File: src/rtl/traffic_pkg.sv
// Shared types for the traffic sensor conditioner and the light controller it feeds.
package traffic_pkg;

   typedef enum logic [1:0] {
      IDLE    = 2'd0,
      PRESENT = 2'd1,
      HOLD    = 2'd2
   } sensor_state_t;

   typedef enum logic [1:0] {
      GREEN  = 2'd0,
      YELLOW = 2'd1,
      RED    = 2'd2
   } light_t;

endpackage

File: src/rtl/traffic_sensor_cond_if.sv
// Detector, clear and conditioned-flag bundle between the sensor block and the light controller.
interface traffic_sensor_cond_if #(
   parameter int CNT_W = 4
);
   logic             det_a;
   logic             det_b;
   logic             clr_a;
   logic             clr_b;
   logic             Ta;
   logic             Tb;
   logic [CNT_W-1:0] cnt_a;
   logic [CNT_W-1:0] cnt_b;
   logic             fault_a;
   logic             fault_b;

   modport master (
      output det_a, det_b, clr_a, clr_b,
      input  Ta, Tb, cnt_a, cnt_b, fault_a, fault_b
   );

   modport slave (
      input  det_a, det_b, clr_a, clr_b,
      output Ta, Tb, cnt_a, cnt_b, fault_a, fault_b
   );
endinterface

File: src/rtl/sensor_channel.sv
// One detector channel: 2-flop sync, debounce, IDLE/PRESENT/HOLD FSM, arrival counter.
// Stuck-detector fail-safe is built only when SENSOR_STUCK_DET_EN is defined.
module sensor_channel
   import traffic_pkg::*;
#(
   parameter int DEB_CYCLES   = 4,
   parameter int HOLD_CYCLES  = 8,
   parameter int CNT_W        = 4,
   parameter int STUCK_CYCLES = 1024
) (
   input  logic             clk,
   input  logic             reset,
   input  logic             det,
   input  logic             clr,
   output logic             t,
   output logic [CNT_W-1:0] cnt,
   output logic             fault
);
   localparam int DEB_W  = $clog2(DEB_CYCLES + 1);
   localparam int HOLD_W = (HOLD_CYCLES > 0) ? $clog2(HOLD_CYCLES + 1) : 1;
   localparam bit NO_HOLD = (HOLD_CYCLES == 0);

   logic [1:0]       sync_reg;
   logic             deb_reg;
   logic [DEB_W-1:0] deb_cnt_reg;
   sensor_state_t    state_reg;
   logic [HOLD_W-1:0] hold_reg;
   logic             t_reg;
   logic [CNT_W-1:0] cnt_reg;

   logic deb_done;
   logic deb_rise;
   logic deb_fall;

   // The debounce decision feeds the FSM in the same edge, so Ta follows deb with no extra cycle.
   assign deb_done = (sync_reg[1] != deb_reg) && (deb_cnt_reg == DEB_W'(DEB_CYCLES - 1));
   assign deb_rise = deb_done && sync_reg[1];
   assign deb_fall = deb_done && !sync_reg[1];

   always_ff @(posedge clk or negedge reset) begin
      if (!reset) begin
         sync_reg    <= '0;
         deb_reg     <= 1'b0;
         deb_cnt_reg <= '0;
         state_reg   <= IDLE;
         hold_reg    <= '0;
         t_reg       <= 1'b0;
         cnt_reg     <= '0;
      end else begin
         sync_reg <= {sync_reg[0], det};

         if (sync_reg[1] == deb_reg) begin
            deb_cnt_reg <= '0;
         end else if (deb_done) begin
            deb_cnt_reg <= '0;
            deb_reg     <= sync_reg[1];
         end else begin
            deb_cnt_reg <= deb_cnt_reg + 1'b1;
         end

         case (state_reg)
            IDLE: begin
               if (deb_rise) begin
                  state_reg <= PRESENT;
                  t_reg     <= 1'b1;
               end
            end
            PRESENT: begin
               if (deb_fall) begin
                  if (NO_HOLD) begin
                     state_reg <= IDLE;
                     t_reg     <= 1'b0;
                  end else begin
                     state_reg <= HOLD;
                     hold_reg  <= HOLD_W'(HOLD_CYCLES);
                  end
               end
            end
            HOLD: begin
               // A re-arrival wins over an expiring timer so the flag never dips.
               if (deb_rise) begin
                  state_reg <= PRESENT;
               end else if (hold_reg <= HOLD_W'(1)) begin
                  state_reg <= IDLE;
                  hold_reg  <= '0;
                  t_reg     <= 1'b0;
               end else begin
                  hold_reg <= hold_reg - 1'b1;
               end
            end
            default: begin
               state_reg <= IDLE;
               t_reg     <= 1'b0;
            end
         endcase

         if (clr) begin
            cnt_reg <= deb_rise ? CNT_W'(1) : '0;
         end else if (deb_rise && (cnt_reg != {CNT_W{1'b1}})) begin
            cnt_reg <= cnt_reg + 1'b1;
         end
      end
   end

   assign cnt = cnt_reg;

`ifdef SENSOR_STUCK_DET_EN
   localparam int STUCK_W = $clog2(STUCK_CYCLES + 1);

   logic [STUCK_W-1:0] stuck_cnt_reg;
   logic               fault_reg;

   always_ff @(posedge clk or negedge reset) begin
      if (!reset) begin
         stuck_cnt_reg <= '0;
         fault_reg     <= 1'b0;
      end else if (!deb_reg) begin
         stuck_cnt_reg <= '0;
      end else if (!fault_reg) begin
         if (stuck_cnt_reg == STUCK_W'(STUCK_CYCLES - 1)) begin
            fault_reg <= 1'b1;
         end
         stuck_cnt_reg <= stuck_cnt_reg + 1'b1;
      end
   end

   // A latched fault forces presence so the controller keeps serving the road.
   assign fault = fault_reg;
   assign t     = t_reg | fault_reg;
`else
   assign fault = 1'b0;
   assign t     = t_reg;
`endif

endmodule

File: src/rtl/traffic_sensor_cond.sv
// Two independent loop-detector conditioners (roads A and B) behind one interface port.
// Optional stuck-detector fail-safe: define SENSOR_STUCK_DET_EN.
module traffic_sensor_cond #(
   parameter int DEB_CYCLES   = 4,
   parameter int HOLD_CYCLES  = 8,
   parameter int CNT_W        = 4,
   parameter int STUCK_CYCLES = 1024
) (
   input  logic                  clk,
   input  logic                  reset,
   traffic_sensor_cond_if.slave  bus
);
   logic [1:0]       det_vec;
   logic [1:0]       clr_vec;
   logic [1:0]       t_vec;
   logic [1:0]       fault_vec;
   logic [CNT_W-1:0] cnt_arr [2];

   assign det_vec = {bus.det_b, bus.det_a};
   assign clr_vec = {bus.clr_b, bus.clr_a};

   // Index 0 is road A, index 1 is road B.
   generate
      for (genvar gi = 0; gi < 2; gi++) begin : g_ch
         sensor_channel #(
            .DEB_CYCLES   (DEB_CYCLES),
            .HOLD_CYCLES  (HOLD_CYCLES),
            .CNT_W        (CNT_W),
            .STUCK_CYCLES (STUCK_CYCLES)
         ) u_ch (
            .clk   (clk),
            .reset (reset),
            .det   (det_vec[gi]),
            .clr   (clr_vec[gi]),
            .t     (t_vec[gi]),
            .cnt   (cnt_arr[gi]),
            .fault (fault_vec[gi])
         );
      end
   endgenerate

   assign bus.Ta      = t_vec[0];
   assign bus.Tb      = t_vec[1];
   assign bus.cnt_a   = cnt_arr[0];
   assign bus.cnt_b   = cnt_arr[1];
   assign bus.fault_a = fault_vec[0];
   assign bus.fault_b = fault_vec[1];

endmodule

File: src/flat_wrapper.sv
// flat-port wrapper written by rule: the top's interface ports become plain ports
module traffic_sensor_cond_flat 
#(
   parameter int DEB_CYCLES   = 4,
   parameter int HOLD_CYCLES  = 8,
   parameter int CNT_W        = 4,
   parameter int STUCK_CYCLES = 1024
)
  (clk, reset, bus_det_a, bus_det_b, bus_clr_a, bus_clr_b, bus_Ta, bus_Tb, bus_cnt_a, bus_cnt_b, bus_fault_a, bus_fault_b);
  traffic_sensor_cond_if #(.CNT_W(CNT_W)) bus_i ();
  input  logic clk;
  input  logic reset;
  input wire logic [$bits(bus_i.det_a)-1:0] bus_det_a;
  input wire logic [$bits(bus_i.det_b)-1:0] bus_det_b;
  input wire logic [$bits(bus_i.clr_a)-1:0] bus_clr_a;
  input wire logic [$bits(bus_i.clr_b)-1:0] bus_clr_b;
  output wire logic [$bits(bus_i.Ta)-1:0] bus_Ta;
  output wire logic [$bits(bus_i.Tb)-1:0] bus_Tb;
  output wire logic [$bits(bus_i.cnt_a)-1:0] bus_cnt_a;
  output wire logic [$bits(bus_i.cnt_b)-1:0] bus_cnt_b;
  output wire logic [$bits(bus_i.fault_a)-1:0] bus_fault_a;
  output wire logic [$bits(bus_i.fault_b)-1:0] bus_fault_b;
  assign bus_i.det_a = bus_det_a;
  assign bus_i.det_b = bus_det_b;
  assign bus_i.clr_a = bus_clr_a;
  assign bus_i.clr_b = bus_clr_b;
  assign bus_Ta = bus_i.Ta;
  assign bus_Tb = bus_i.Tb;
  assign bus_cnt_a = bus_i.cnt_a;
  assign bus_cnt_b = bus_i.cnt_b;
  assign bus_fault_a = bus_i.fault_a;
  assign bus_fault_b = bus_i.fault_b;
  traffic_sensor_cond #(.DEB_CYCLES(DEB_CYCLES), .HOLD_CYCLES(HOLD_CYCLES), .CNT_W(CNT_W), .STUCK_CYCLES(STUCK_CYCLES)) u_core (.clk(clk), .reset(reset), .bus(bus_i));
endmodule
File: config.mk
export PLATFORM = sky130hd
export DESIGN_NAME = traffic_sensor_cond_flat
export DESIGN_NICKNAME = d
export VERILOG_FILES = /design/src/rtl/traffic_pkg.sv /design/src/rtl/traffic_sensor_cond_if.sv /design/src/rtl/sensor_channel.sv /design/src/rtl/traffic_sensor_cond.sv /design/src/flat_wrapper.sv
export SDC_FILE = /design/constraint.sdc
export NUM_CORES = 1
export LEC_CHECK = 0
export CORE_MARGIN = 2
export CORE_UTILIZATION = 55
export DETAILED_ROUTE_END_ITERATION = 8
export PLACE_DENSITY = 0.78
export SYNTH_ARGS = -nofsm -noshare
export SYNTH_HDL_FRONTEND = slang
export SYNTH_SLANG_ARGS = --single-unit
File: constraint.sdc
create_clock -name clk -period 2.5 [get_ports clk]
set_input_delay 0.25 -clock clk [delete_from_list [all_inputs] [get_ports clk]]
set_output_delay 0.25 -clock clk [all_outputs]
set_load 0.05 [all_outputs]
# Word-level counts from Yosys, hierarchy flattened
# Cells that the tools add are included.
# op_classes
order_cmp	2
add_sub_neg	6
eq_ne	22
mux	36
n_reduce_logical	24
n_bitwise	4
# ops
op	count
4-bit two-way mux	10
2-bit two-way mux	8
2-bit != test, second input constant	8
4-bit case mux with 2 select lines	2
3-bit two-way mux	4
2-bit case mux with 3 select lines	2
3-bit AND reduction	4
4-bit by 1-bit adder with 4-bit output, second input constant	2
4-bit by 1-bit less-or-equal comparator with 1-bit output, second input constant	2
1-bit logical AND	8
1-bit two-way mux	8
4-bit != test, second input constant	2
4-bit AND reduction	2
2-bit nonzero test	4
4-bit by 1-bit subtractor with 4-bit output, second input constant	2
3-bit by 1-bit adder with 3-bit output, second input constant	2
3-bit by 2-bit equality test with 1-bit output, second input constant	2
3-bit != test, second input constant	2
1-bit case mux with 3 select lines	2
2-bit by 1-bit equality test with 1-bit output, second input constant	2
2-bit equality test, second input constant	2
2-bit logical NOT	2
1-bit NOT	4
2-bit AND reduction	2
other kinds (3)	6
# word_totals
inputBits	6
reg_bits	34
out_inout_bits	12
elab_cells	108

# Longest topological paths before layout
# depth
depth_word	6
ltp_mapped	6
depth_no_buf	6

# Modules after synthesis
# A second synthesis with hierarchy kept.
# hier_totals
hier_cells	162
area_unflattened_um2	1751.7
# by_module_without_submodules
mod	area_each_um2	seq_area_each_um2	cells_each	n_inst
sensor_channel	875.8	425.4	81	2

# Worst setup path before layout
# Ideal clock, no wire load.
# synth_path
path_kind	flip-flop to flip-flop
start	register u_core.g_ch[0].u_ch.cnt_reg[0]
end	register u_core.g_ch[0].u_ch.cnt_reg[0]
t_required_ps	2378
path_buffers	0
slack_ps	927
setup_ps	122
stages_incl_launch_ff	5
synth_period_minus_slack_ps	1573
arrival_time_ps	1452
cell_sequence	dfrtp_1 > ha_1 > and3_1 > nand2b_1 > a32o_1
# synth_via
elab_chain_len	3
word_cells_on_any_way	6
classes_between	1 x add/sub; 1 x eq/ne; 2 x mux; 2 x reduce/logical
# synth_rtl
item	line	source
start, declared	sensor_channel.sv:29	logic [CNT_W-1:0] cnt_reg;
start signal, assigned	sensor_channel.sv:98	cnt_reg <= deb_rise ? CNT_W'(1) : '0;
start signal, assigned	sensor_channel.sv:100	cnt_reg <= cnt_reg + 1'b1;
4-bit by 1-bit adder with 4-bit output / 4-bit != test (equally long branches)	sensor_channel.sv:100, sensor_channel.sv:99	
4-bit two-way mux / 1-bit logical AND (equally long branches)	sensor_channel.sv:99	end else if (deb_rise && (cnt_reg != {CNT_W{1'b1}})) begin
4-bit two-way mux / 2-bit nonzero test (equally long branches)	-	
# Parallel ways exist; a longest one is shown, timed or not. The select of a mux whose other input is x is not followed.
# A chain may end at the register's enable or synchronous reset.

# Worst setup path in the final report
# layout_path
start	register u_core.g_ch[0].u_ch.cnt_reg[0]
end	output port bus_cnt_a[0]
# layout_lines
item	line	source
end, declared	flat_wrapper.sv:19	output wire logic [$bits(bus_i.cnt_a)-1:0] bus_cnt_a;
# No word-level cell between the ends.

==> results.yml <==
logic_synthesis:
  synth_cell_types: 42
  netlist_area_mm2: 0.00175
  synth_seq_cells: 34
  synth_seq_area_share_pct: 48.6
  netlist_instances: 166
  ys_warn_count: 0
  async_flop_share_pct: 100
  synth-edff-count: 0
  synth_area_per_cell_um2: 10.5
  yosysTopAreaCell: "dfrtp_1"
  synth_top_cell_area_share_pct: 48.6
  synth-main-ff-cell: "dfrtp_1"
  ys_top_cells_by_area: "dfrtp_1 (49%), ha_1 (5.7%), nor2_1 (3.6%)"
power:
  power_frac_comb_pct: 22.9
  seqPwrFrac_pct: 50.3
  switching_share_pct: 31.3
  p_clk_share_pct: 26.8
  p_leak_uw: 0.000895
  p_switching_uw: 449
  vdd_ir_drop_max_mv: 0.535
  power.internal_uw: 985
  powerDensity_mw_per_mm2: 710
timing:
  skew_ps: 6.63
  tightest_slew_ps: 508
  setup_viol: 0
  fin_crit_ps: 1840
  slew_headroom_pct: 66.0
  max_freq_mhz: 544
  period_share_pct: 73.6
  rsz0062_at_grt: "false"
  whs_ps: 302
  tns_ps: 0
  slew_viol_final: 0
  hold_viol_final: 0
global_routing:
  gr-total-overflow: 0
  busiest_layer: "met2"
  grt_max_degree: 35
  met1_usage_pct: 21.7
  grtUsageMet3_pct: 6.40
  grt_pass1_vias: 1291
  antenna_found_initial: 0
  track_usage_pct: 19.7
  grt_pass1_wl_um: 5340
  grt_util_met2_pct: 36.0
critical_path:
  critical_path_arrival_ps: 1590
  crit_type: "flop to output pin"
  path_delay_family: "buffers and inverters"
  crit_fanout: 5
  cp-end-kind: "output pin"
  cp.required_ps: 2250
  path_buf_inv: 1
  max_stage_delay_ps: 840
  start_kind: "flop"
  cp_slowest_cell: "clkdlybuf4s50_1"
  crit_chain: "clkdlybuf4s50_1"
routing:
  wl_per_cell_um: 13.3
  route.detailed.drc: 0
  route.vias.total: 1321
  drtIter0Drc: 82
  postRouteAntennaNets: 0
  drtPass1Iterations: 4
  via_per_inst: 5.72
  wl_um: 3080
clock_network:
  ctsResizeCount: 0
  cts_made_buffers: 5
  clk_latency_ps: 330
  cts_setup_buffers: 0
  cts.hold.buffers_added: 0
  cts_root_buf: "clkbuf_4"
  cts_max_level: 2
  cts_tree: "done"
  cts_buffer_depth: 2
  cts_sinks: 34
  clk_pin_slew_ps: 100
finish:
  area_growth_pct: 15.4
  fillers: 239
  register_area_um2: 851
  final_common_cell: "dfrtp_1"
  antenna_cells: 0
  drive_gt1_share_pct: 10.2
  final_cell_mix: "dfrtp_1 (34), nor2_1 (17), clkdlybuf4s50_1 (15), nor3_1 (10), a21oi_1 (10)"
  final_nets: 200
  multi_input_area_um2: 856
die:
  die_h_um: 60.4
  initial_core_util_pct: 57.8
  core_area_mm2: 0.00303
  dieArea_mm2: 0.00365
  rows: 20
  ios: 18
  die_w_um: 60.4
place:
  routabilityCongestion: 0.792
  port_buffers: 15
  post-dp-hpwl_um: 2300
outcome:
  status: "finished, final reports clean"
hold_path:
  hold_class: "input pin to async pin"
run:
  drv_cap: 0
## through the flow
step / std cells / worst slack [ps] / power, uW / area, um2 / utilization (%)
floorplan: 167 / 927 / 967 / 1750 / -
global placement: 223 / 1040 / 1050 / 1940 / 64.1
detailed placement: 223 / 953 / 1060 / 1940 / 64.1
CTS: 231 / 642 / 1450 / 2020 / 66.7
global route: 231 / 592 / 1520 / 2020 / 66.7
finish: 231 / 661 / 1430 / 2020 / 66.7
## kinds of logic (layout without fill, tap and decap cells)
family	count (synthesis)	count (layout)	share of synthesized area (%)
xor+xnor	4	4	2.00
fa+ha+maj	8	8	5.72
other cells	1	2	0.214
compound gates	40	40	15.7
flops	34	34	48.6
mux	2	2	1.22
buf+inv	10	30	2.72
simple gates	67	67	23.8
## Yosys cell counts (2+ instances only)
| cell | number |
|---|---|
| and3_1 | 2 |
| nor3_1 | 10 |
| xnor2_1 | 4 |
| nand2_1 | 5 |
| nand3b_1 | 2 |
| nor3b_1 | 5 |
| o31ai_2 | 2 |
| ha_1 | 8 |
| inv_1 | 6 |
| nand2b_1 | 8 |
| a21oi_1 | 10 |
| o22ai_1 | 2 |
| o21ai_0 | 6 |
| buf_2 | 2 |
| buf_4 | 2 |
| nor2b_1 | 4 |
| o31a_1 | 2 |
| nor2_1 | 17 |
| nand3_1 | 3 |
| a21o_1 | 5 |
| dfrtp_1 | 34 |
| o2bb2ai_1 | 3 |
| o21ai_1 | 3 |
| nor3_2 | 3 |
## routing by layer
layer | wire, um | share of wire, %
met1 | 1270 | 41
met2 | 1640 | 53
met3 | 120 | 3.9
met4 | 56 | 1.8
met5 | 0 | 0
## worst paths after layout
check / from / to / slack (ps) / cells after the start
min: reset / u_core.g_ch[0].u_ch.hold_reg[2] / 300 / 2
max: u_core.g_ch[0].u_ch.cnt[0] / bus_cnt_a[0] / 660 / 1
min in group clk: bus_det_b / u_core.g_ch[1].u_ch.sync_reg[0] / 350 / 1
max reg2reg: u_core.g_ch[0].u_ch.hold_reg[0] / u_core.g_ch[0].u_ch.hold_reg[0] / 940 / 6
min reg2reg: u_core.g_ch[0].u_ch.sync_reg[0] / u_core.g_ch[0].u_ch.sync_reg[1] / 360 / 0
max in group asynchronous: reset / u_core.g_ch[1].u_ch.deb_cnt_reg[2] / 1890 / 2
## power by group through the flow
stage	Sequential, uW	Clock [uW]	Combinational, uW
6_report	721	385	328
5_1_grt	735	427	361
4_1_cts	720	400	332
3_5_place_dp	732	0	331
3_3_place_gp	726	0	322
2_1_floorplan	758	0	209
## layout make-up
type	count	share of cell area [%]
timing repair buffer	16	7.81
sequential	34	42.1
multi-input combinational	123	42.4
inverter	6	1.12
clock inverter	3	1.98
clock buffer	5	1.86
tap	44	2.73
Power figures use the tool's default switching activity.
